[config.mk]
export PLATFORM = sky130hd
export DESIGN_NAME = oled_text_ctrl
export DESIGN_NICKNAME = d
export VERILOG_FILES = /design/src/rtl/oled_text_ctrl.sv
export SDC_FILE = /design/constraint.sdc
export NUM_CORES = 1
export LEC_CHECK = 0
export ABC_CLOCK_PERIOD_IN_PS = 2600
export BUFFER_PORTS_ARGS = -buffer_cell sky130_fd_sc_hd__buf_2
export CAP_MARGIN = 20
export CORE_UTILIZATION = 39
export CTS_CLUSTER_DIAMETER = 200
export DETAILED_ROUTE_END_ITERATION = 8
export PLACE_DENSITY = 0.62
export SETUP_SLACK_MARGIN = 0.5
export SLEW_MARGIN = 20
export SYNTH_ARGS = -nofsm -noshare
export SYNTH_HDL_FRONTEND = slang
export SYNTH_SLANG_ARGS = --single-unit
[constraint.sdc]
create_clock -name clk -period 2.6 [get_ports clk]
set_input_delay 0.26 -clock clk [delete_from_list [all_inputs] [get_ports clk]]
set_output_delay 0.26 -clock clk [all_outputs]
set_load 0.01 [all_outputs]
[src/rtl/oled_text_ctrl.sv]
// rtl/oled_text_ctrl.sv - text-console sequencer between uart_rx and the OLED driver
//
// Received bytes pass through an input register and a small FIFO. A command
// FSM pops one byte at a time, interprets printable codes and BS/CR/LF/FF,
// tracks the text cursor, and issues a single draw or clear request to the
// OLED driver. Each request is held until the driver acknowledges it.
module oled_text_ctrl #(
  parameter int COLS       = 16,
  parameter int ROWS       = 4,
  parameter int FIFO_DEPTH = 16,
  localparam int COL_W     = $clog2(COLS),
  localparam int ROW_W     = $clog2(ROWS)
) (
  input  logic             clk,
  input  logic             rst,
  input  logic [7:0]       rx_data,
  input  logic             rx_valid,
  output logic [7:0]       chr_code,
  output logic [COL_W-1:0] chr_col,
  output logic [ROW_W-1:0] chr_row,
  output logic             chr_req,
  input  logic             chr_ack,
  output logic             clr_req,
  input  logic             clr_ack,
  output logic             overflow,
  output logic             busy
);

  localparam int AW = $clog2(FIFO_DEPTH);
  localparam logic [COL_W-1:0] COL_MAX = COL_W'(COLS - 1);
  localparam logic [ROW_W-1:0] ROW_MAX = ROW_W'(ROWS - 1);
  localparam logic [AW:0]      FULL_CNT = (AW + 1)'(FIFO_DEPTH);

  typedef enum logic [1:0] {
    IDLE,
    DECODE,
    DRAW,
    CLEAR
  } state_t;

  state_t           state;
  logic [7:0]       in_data;
  logic             in_valid;
  logic [7:0]       mem [FIFO_DEPTH];
  logic [AW-1:0]    wr_ptr;
  logic [AW-1:0]    rd_ptr;
  logic [AW:0]      count;
  logic             fifo_full;
  logic             push;
  logic             pop;
  logic             clr_done;
  logic [7:0]       cur_byte;
  logic             draw_bs;
  logic [COL_W-1:0] col;
  logic [ROW_W-1:0] row;

  assign fifo_full = (count == FULL_CNT);
  assign push      = in_valid && !fifo_full;
  assign pop       = (state == IDLE) && (count != '0);
  assign clr_done  = (state == CLEAR) && clr_ack;
  assign busy      = (state != IDLE) || (count != '0);

  // Register the UART strobe and byte before they enter the FIFO.
  always_ff @(posedge clk or posedge rst) begin
    if (rst) begin
      in_data  <= '0;
      in_valid <= 1'b0;
    end else begin
      in_data  <= rx_data;
      in_valid <= rx_valid;
    end
  end

  // FIFO storage; contents need no reset because the pointers gate every read.
  always_ff @(posedge clk) begin
    if (push) begin
      mem[wr_ptr] <= in_data;
    end
  end

  // FIFO pointers, occupancy and the sticky overflow flag.
  always_ff @(posedge clk or posedge rst) begin
    if (rst) begin
      wr_ptr   <= '0;
      rd_ptr   <= '0;
      count    <= '0;
      overflow <= 1'b0;
    end else begin
      if (push) begin
        wr_ptr <= wr_ptr + 1'b1;
      end
      if (pop) begin
        rd_ptr <= rd_ptr + 1'b1;
      end
      if (push && !pop) begin
        count <= count + 1'b1;
      end else if (pop && !push) begin
        count <= count - 1'b1;
      end
      // A dropped byte outranks a clear finishing in the same cycle.
      if (in_valid && fifo_full) begin
        overflow <= 1'b1;
      end else if (clr_done) begin
        overflow <= 1'b0;
      end
    end
  end

  // Command FSM: decode one byte, update the cursor, run the driver handshake.
  always_ff @(posedge clk or posedge rst) begin
    if (rst) begin
      state    <= IDLE;
      cur_byte <= '0;
      draw_bs  <= 1'b0;
      col      <= '0;
      row      <= '0;
      chr_code <= '0;
      chr_col  <= '0;
      chr_row  <= '0;
      chr_req  <= 1'b0;
      clr_req  <= 1'b0;
    end else begin
      case (state)
        IDLE: begin
          if (pop) begin
            cur_byte <= mem[rd_ptr];
            state    <= DECODE;
          end
        end

        DECODE: begin
          if (cur_byte >= 8'h20 && cur_byte <= 8'h7E) begin
            chr_code <= cur_byte;
            chr_col  <= col;
            chr_row  <= row;
            chr_req  <= 1'b1;
            draw_bs  <= 1'b0;
            state    <= DRAW;
          end else if (cur_byte == 8'h08) begin
            // Backspace erases the cell to the left; at column 0 it does nothing.
            if (col != '0) begin
              col      <= col - 1'b1;
              chr_code <= 8'h20;
              chr_col  <= col - 1'b1;
              chr_row  <= row;
              chr_req  <= 1'b1;
              draw_bs  <= 1'b1;
              state    <= DRAW;
            end else begin
              state <= IDLE;
            end
          end else if (cur_byte == 8'h0D) begin
            col   <= '0;
            state <= IDLE;
          end else if (cur_byte == 8'h0A) begin
            row   <= (row == ROW_MAX) ? '0 : row + 1'b1;
            state <= IDLE;
          end else if (cur_byte == 8'h0C) begin
            clr_req <= 1'b1;
            state   <= CLEAR;
          end else begin
            state <= IDLE;
          end
        end

        DRAW: begin
          if (chr_ack) begin
            chr_req <= 1'b0;
            // Printable glyphs advance the cursor; the backspace blank does not.
            if (!draw_bs) begin
              if (col == COL_MAX) begin
                col <= '0;
                row <= (row == ROW_MAX) ? '0 : row + 1'b1;
              end else begin
                col <= col + 1'b1;
              end
            end
            state <= IDLE;
          end
        end

        CLEAR: begin
          if (clr_ack) begin
            clr_req <= 1'b0;
            col     <= '0;
            row     <= '0;
            state   <= IDLE;
          end
        end

        default: begin
          state <= IDLE;
        end
      endcase
    end
  end

endmodule
# == Yosys cells after proc, flatten, opt, wreduce, memory -nomap -nowiden ==
# Memory sizes are Yosys's and may differ from the RTL's. A register that Yosys moved wholly into a read port is not among the register bits.
# Index checks and enable logic that the tools add are counted.
# word_totals
input_bits,13
output_inout_bits,18
romBits,0
latchBits,0
n_memories,1
wordCells,134
register_bits,48
ramBits,128
# op_classes
n_lt_le_gt_ge,2
n_eq_ne,25
div,0
n_mul,0
shift,0
reduce_logical,29
mux,55
n_addsub,7
bitwise,0
# memory_table
name,depth,width,rd,rd_ports_with_merged_regs,write_ports,line_no,source
mem,16,8,1,1,1,44,logic [7:0] mem [FIFO_DEPTH];
# op_table
cell,count
2-bit two-way mux,20
4-bit two-way mux,10
8-bit by 4-bit == test with 1-bit output (second input constant),4
8-bit two-way mux,3
2-bit inequality test (second input constant),11
1-bit two-way mux,15
7-bit AND reduction,2
2-bit nonzero test,7
4-bit by 1-bit adder with 4-bit output (second input constant),3
3-bit inequality test (second input constant),4
4-bit case mux with 3 select lines,1
5-bit two-way mux,2
9-bit AND reduction,1
8-bit by 6-bit greater-or-equal comparator with 1-bit output (second input constant),1
8-bit by 7-bit <= comparator with 1-bit output (second input constant),1
2-bit case mux with 4 select lines,1
1-bit logical AND,7
2-bit == test (second input constant),3
2-bit case mux with 3 select lines,1
3-bit AND reduction,2
5-bit by 1-bit adder with 5-bit output (second input constant),1
5-bit == test (second input constant),1
5-bit nonzero test,1
5-bit by 1-bit subtractor with 5-bit output (second input constant),1
12 further kinds,15

# == Depth between registers and ports, before layout ==
# Gate-level depths: netlist of run 1.
# depth
ltp_word,7
mapped_depth,12
mapped_depth_nobuf,11

# == Least setup slack after synthesis of run 1 ==
# Ideal clock, no wire load.
# synth_path
kind,register to register
from,register count[0]
to,register count[4]
arrival_time_ns,2.706
setup_ns,0.125
t_required_ns,2.475
period_less_slack_ns,2.831
path_stages_with_launch,13
setup_slack_ns,-0.231
path_buffers,1
cell_sequence,dfrtp_1 -> nor4_1 -> nor2b_1 -> nand2b_1 -> buf_4 -> ha_1 -> inv_1 -> fa_1 -> a21o_1 -> a21oi_1 -> xnor2_1 -> nor2_1 -> xor2_1
# synth_via
elab_chain_len,6
elab_cells_between_ends,14
cone_classes,add/sub (2); eq/ne (1); mux (2); reduce/logical (9)
# synth_lines
item,line_no,source
"start, declared",47,logic [AW:0] count;
"start signal, assigned",96,count <= count + 1'b1;
"start signal, assigned",98,count <= count - 1'b1;
"parallel branches: the longest is 6 deep, another holds 5-bit by 1-bit subtractor with 5-bit output",--,
# Several ways; the timed one is not identified. The select of a mux whose other input is x is not followed.
# A chain may end at the register's enable or synchronous reset.

# == Worst setup path after layout of run 1 ==
# Ends and elaborated chain as after synthesis.

==> results.sh, run 1 <==
export IMPL_outcome="complete, no violations"
export IMPL_leakagePower_nw=3.416
export IMPL_grt_pass1_wl_um=23830
export IMPL_clkLatencyLatePin_ns=0.43
export IMPL_fin_crit_sh_pct=96.60
export IMPL_io_buffers=30
export IMPL_clk_pin_slew_ns=0.08
export IMPL_synth_top_area_share_pct=49.80
export IMPL_endpoint="count[4]"
export IMPL_min_period_ns=2.512
export IMPL_tightest_slew_ns=0.7393
export IMPL_grt_ovfl_total=0
export IMPL_max_stage_delay_ns=0.43
export IMPL_cts_tree="yes"
export IMPL_dieArea_um2=20360
export IMPL_htreeDepth=4
export IMPL_wl_per_cell_um=18.58
export IMPL_clock_sinks=184
export IMPL_synth_most_common_cell="edfxtp_1"
export IMPL_yosysTopAreaCell="edfxtp_1"
export IMPL_tritoncts_num_buffers=17
export IMPL_cp_startpoint="count[0]"
export IMPL_cts_max_path_buffers=2
export IMPL_vdd_drop_max_uv=486.3
export IMPL_core_area_um2=19460
export IMPL_initial_utilization_pct=39.66
export IMPL_hpwlAfterDp_um=9791
export IMPL_num_vias=4189
export IMPL_critPathLaunchType="register"
export IMPL_tns_ns=0
export IMPL_drive_gt1_share_pct=28.01
export IMPL_r2r_setup_slack_ns=0.09
export IMPL_nNetsFinal=571
export IMPL_grt_util_all_layers_pct=16.19
export IMPL_grt_max_degree=36
export IMPL_max_slew_margin_pct=50.64
export IMPL_dr_pass1_iters=4
export IMPL_fmax_mhz=398.2
export IMPL_synth_common_cells="128 x edfxtp_1, 56 x dfrtp_1, 37 x nand2_1"
export IMPL_ant_nets=0
export IMPL_synthFlopType="edfxtp_1"
export IMPL_crit_chain="nor4_4, nor2b_4, nand2b_4, ha_4, inv_4, fa_2, a21o_1, a21oi_2, xnor2_1, nor2_1, xor2_1"
export IMPL_yosys_top_cells_area="edfxtp_1 50%, dfrtp_1 18%, mux4_2 5.5%"
export IMPL_hold_path_class="input port to register"
export IMPL_postSynthCellCount=472
export IMPL_antenna_cells=0
export IMPL_reg2reg_depth=11
export IMPL_reg2reg_from="count[0]"
export IMPL_floorplan_io_pins=31
export IMPL_synth_fp_nets=499
export IMPL_crit_slowest_cell="dfrtp_2"
export IMPL_r2r_end="count[4]"
export IMPL_place_congestion=0.8216
export IMPL_fin_worst_skew_ns=0.01325
export IMPL_synth_edf_count=128
export IMPL_crit_type="register to register"
export IMPL_syn_cell_area_um2=7719
export IMPL_async_flop_share_pct=30.43
export IMPL_antenna_found_initial=0
export IMPL_root_buffer="clkbuf_16"
export IMPL_vias_per_cell=5.096
export IMPL_max_cap_violations=0
export IMPL_cp_max_fo=3
export IMPL_grt_pass1_vias=4323
export IMPL_ys_seq_area_share_pct=67.95
export IMPL_routed_wl_um=15270
export IMPL_yosys_warnings=0
export IMPL_fp_dieH_um=142.7
export IMPL_hold_viol_final=0
export IMPL_area_growth_pct=18.38
export IMPL_yosys_cell_types_count=58
export IMPL_crit_path_end_kind="register"
export IMPL_rows=51
export IMPL_power_per_cell_area_nw_per_um2=1134
export IMPL_drv_slew=0
export IMPL_drt_iter0_drc=231
export IMPL_drc_errors=0
export IMPL_avgSynthCellArea_um2=16.35
export IMPL_worst_ep_required_time_ns=2.91
export IMPL_timing_hold_ws_ns=0.1012
export IMPL_die_w_um=142.7
export IMPL_ys_ff_latch=184
export IMPL_rsz0062_at_grt="yes"
export IMPL_finalSetupViolations=0
export IMPL_cp_arrival_ns=2.82
export IMPL_hp_start="chr_ack"
==> critical path, delay by kind of cell (launching register included) <==
family,cells,cell delay (ns)
AO/OA/AOI/OAI,2,0.33
flip-flops,1,0.43
AND/OR/NAND/NOR,4,0.76
buffers and inverters,1,0.04
XOR/XNOR,2,0.28
adder cells (fa/ha/maj),2,0.52
==> flip-flops by register name (all words and copies together) (netlist names) <==
register,cells
chr_code,8
clr_req,1
chr_row,2
state,2
row,2
chr_col,4
chr_req,1
col,4
rd_ptr,4
cur_byte,8
mem,128
wr_ptr,4
in_data,8
in_valid,1
draw_bs,1
count,5
overflow,1
==> report_power, final <==
part / internal (mW) / switching, mW
Combinational: 1.73 / 1.84
Clock: 1.36 / 1.18
Sequential: 3.71 / 0.535
Total: 6.81 / 3.56
==> layout by cell type (no fill, tap or decap), drive strengths merged, types with 13 or more instances in the layout <==
master  count
buf        66
clkbuf     17
dfrtp      56
edfxtp    128
ha         13
inv        20
mux2       14
mux4       32
nand2      37
nor2       28
o21ai      26
==> routing by layer <==
layer | share of wire, % | routed length, um | vias up | global-route usage [%]
met5 | 0 | 0 | - | 0
met4 | 1.3 | 194 | 0 | 5.603
met3 | 3.2 | 493 | 14 | 3.689
met2 | 50 | 7655 | 69 | 26.99
met1 | 45 | 6930 | 2161 | 20.83
li1 | - | - | 1945 | -
==> stage by stage <==
stage	power [mW]	std cells	area [um^2]	util (%)	worst slack, ns
2_1_floorplan	6.794	472	7772	-	0.1513
3_3_place_gp	7.596	769	8314	42.72	0.1998
3_5_place_dp	7.724	769	8314	42.72	0.05802
4_1_cts	10.38	816	9067	46.59	0.1072
5_1_grt	10.94	822	9138	46.95	0.001281
6_report	10.36	822	9138	46.95	0.08839
==> worst min path at each step <==
stage	end	slack, ns	cells after the start
finish	chr_req	0.10	4
CTS	chr_req	0.08	4
floorplan	in_data[0]	0.29	0
detailed placement	in_data[6]	0.37	1
global route	chr_req	0.12	4
global placement	in_data[2]	0.37	1
==> repair_timing <==
action,4_1_cts,5_1_grt
endpoints found under the hold margin,42,0
hold buffers,10,0
pin swaps,5,5
setup buffers,5,6
gates resized for setup,5,7
endpoints found under the setup margin,5,76
==> layout make-up <==
type / count / area (um^2)
repair buffers: 76 / 545.5
multi-input cells: 250 / 2359
fillers: 1655 / 10320
flip-flops and latches: 184 / 5251
clock inverters: 15 / 166.4
clock buffers: 17 / 425.4
well taps: 265 / 331.6
inverters: 15 / 58.81
==> logic make-up (layout without fill, tap and decap cells) <==
family | Yosys count | in the layout | synth area share [%]
buffers and inverters | 38 | 123 | 2.674
flip-flops | 184 | 184 | 67.95
AO/OA/AOI/OAI | 64 | 64 | 5.706
XOR/XNOR | 14 | 14 | 1.588
multiplexers | 54 | 54 | 13.05
adder cells (fa/ha/maj) | 14 | 14 | 2.367
AND/OR/NAND/NOR | 104 | 104 | 6.662
Power figures use the tool's default switching activity.
==> inputs of run 2 (changes only) <==
Settings changed: MAX_ROUTING_LAYER set to met4, REMOVE_ABC_BUFFERS set to 1.
==> results.sh, run 2 (synthesized netlist as in run 1, its figures left out) <==
export IMPL_min_period_ns=2.360
export IMPL_antenna_found_initial=0
export IMPL_reg2reg_depth=11
export IMPL_grt_ovfl_total=0
export IMPL_ant_nets=0
export IMPL_dieArea_um2=20360
export IMPL_place_congestion=0.8875
export IMPL_finalSetupViolations=0
export IMPL_fin_worst_skew_ns=0.01146
export IMPL_dr_pass1_iters=4
export IMPL_clock_sinks=184
export IMPL_rsz0062_at_grt="yes"
export IMPL_drt_iter0_drc=208
export IMPL_layout_common_cells="128 x edfxtp_1, 54 x dfrtp_1, 38 x buf_4"
export IMPL_r2r_setup_slack_ns=0.24
export IMPL_place_area_um2=8297
export IMPL_gr_usage_met3_pct=3.823
export IMPL_crit_type="register to register"
export IMPL_grt_util_all_layers_pct=15.72
export IMPL_wl_per_cell_um=17.18
export IMPL_die_w_um=142.7
export IMPL_initial_utilization_pct=39.66
export IMPL_routed_wl_um=14190
export IMPL_layout_commonest_cell="edfxtp_1"
export IMPL_reg2reg_from="count[0]"
export IMPL_final_util_pct=47.16
export IMPL_nFillCells=1634
export IMPL_tritoncts_num_buffers=17
export IMPL_total_power_mw=10.48
export IMPL_crit_path_end_kind="register"
export IMPL_vias_per_cell=5.063
export IMPL_fin_area_um2=9178
export IMPL_drc_errors=0
export IMPL_multi_input_area_um2=2365
export IMPL_leakagePower_nw=3.433
export IMPL_antenna_cells=0
export IMPL_rows=51
export IMPL_hold_path_endpoint="chr_req"
export IMPL_fmax_mhz=423.7
export IMPL_met2_usage_pct=26.29
export IMPL_hold_path_class="input port to register"
export IMPL_power_per_cell_area_nw_per_um2=1142
export IMPL_regArea_um2=5250
export IMPL_tns_ns=0
export IMPL_hpwlAfterDp_um=9312
export IMPL_fp_dieH_um=142.7
export IMPL_max_slew_margin_pct=56.83
export IMPL_num_vias=4182
export IMPL_hold_viol_final=0
export IMPL_outcome="complete, no violations"
export IMPL_cp_max_fo=4
export IMPL_vdd_drop_max_uv=602.3
export IMPL_grt_pass1_wl_um=22820
export IMPL_largest_register_ffs=128
export IMPL_hp_start="chr_ack"
export IMPL_cp_arrival_ns=2.68
export IMPL_fin_crit_sh_pct=90.79
export IMPL_grt_use_met1_pct=18.37
export IMPL_nNetsFinal=575
export IMPL_top_register="mem"
export IMPL_max_cap_violations=0
export IMPL_critPathLaunchType="register"
export IMPL_tightest_slew_ns=0.6475
export IMPL_floorplan_io_pins=31
export IMPL_worst_ep_required_time_ns=2.92
export IMPL_hold_depth=4
export IMPL_grt_busiest_layer="met2"
export IMPL_root_buffer="clkbuf_16"
export IMPL_grt_max_degree=35
export IMPL_io_buffers=30
export IMPL_htreeDepth=4
export IMPL_clkLatencyLatePin_ns=0.44
export IMPL_core_area_um2=19460
export IMPL_area_growth_pct=18.90
export IMPL_drive_gt1_share_pct=28.16
export IMPL_grt_pass1_vias=4255
export IMPL_cts_max_path_buffers=2
export IMPL_clk_pin_slew_ns=0.07
export IMPL_drv_slew=0
export IMPL_cts_tree="yes"
export IMPL_r2r_end="count[4]"
==> run 2: how the worst max path moves through the flow <==
stage	slack, ns	endpoint	start	cells past startpoint
after global placement	0.04	count[4]	count[0]	11
after global routing	0.14	count[4]	count[0]	11
after floorplan	-0.48	count[4]	count[0]	11
final	0.24	count[4]	count[0]	11
after detailed placement	-0.06	count[4]	count[0]	11
after CTS	0.25	count[4]	count[3]	11
==> run 2: critical path: stages, from the launching register on <==
cell and delay, ns:
dfrtp_1 0.41, nor4_4 0.30, nor2b_2 0.20, nand2b_4 0.14, ha_4 0.15, inv_4 0.05, ha_1 0.32, a21o_1 0.21
a21oi_2 0.13, xnor2_1 0.13, nor2_1 0.06, xor2_1 0.13
==> run 2: cell type report <==
class / count / share of cell area, %
tap: 265 / 3.613
inverter: 15 / 0.6408
clock inverter: 15 / 1.963
timing repair buffer: 80 / 6.176
sequential: 184 / 57.21
multi-input combinational: 250 / 25.77
clock buffer: 17 / 4.635
==> run 2: what timing repair did <==
| action | in CTS | in global routing |
|---|---|---|
| pin swaps | 4 | 4 |
| endpoints found under the hold margin | 65 | 0 |
| hold buffers | 10 | 0 |
| endpoints found under the setup margin | 22 | 23 |
| setup buffers | 4 | 5 |
| resized for setup | 12 | 11 |
==> run 2: metal layers <==
layer | routed length, um | share of wire, %
met3 | 490 | 3.5
met4 | 158 | 1.1
met1 | 6243 | 44
met2 | 7299 | 51
met5 | 0 | 0
==> run 2: stage by stage <==
step | worst slack, ns | hold WS [ns] | instances
after global routing | 0.1395 | 0.1422 | 826
after floorplan | -0.4819 | 0.2914 | 449
after global placement | 0.03661 | 0.3144 | 775
after detailed placement | -0.05884 | 0.3219 | 775
final | 0.2396 | 0.1219 | 826
after CTS | 0.2534 | 0.1038 | 821
==> run 2: where the power goes <==
part | switching (mW) | internal [mW]
Sequential | 0.480 | 3.71
Combinational | 1.83 | 1.80
Clock | 1.20 | 1.46
Total | 3.51 | 6.97
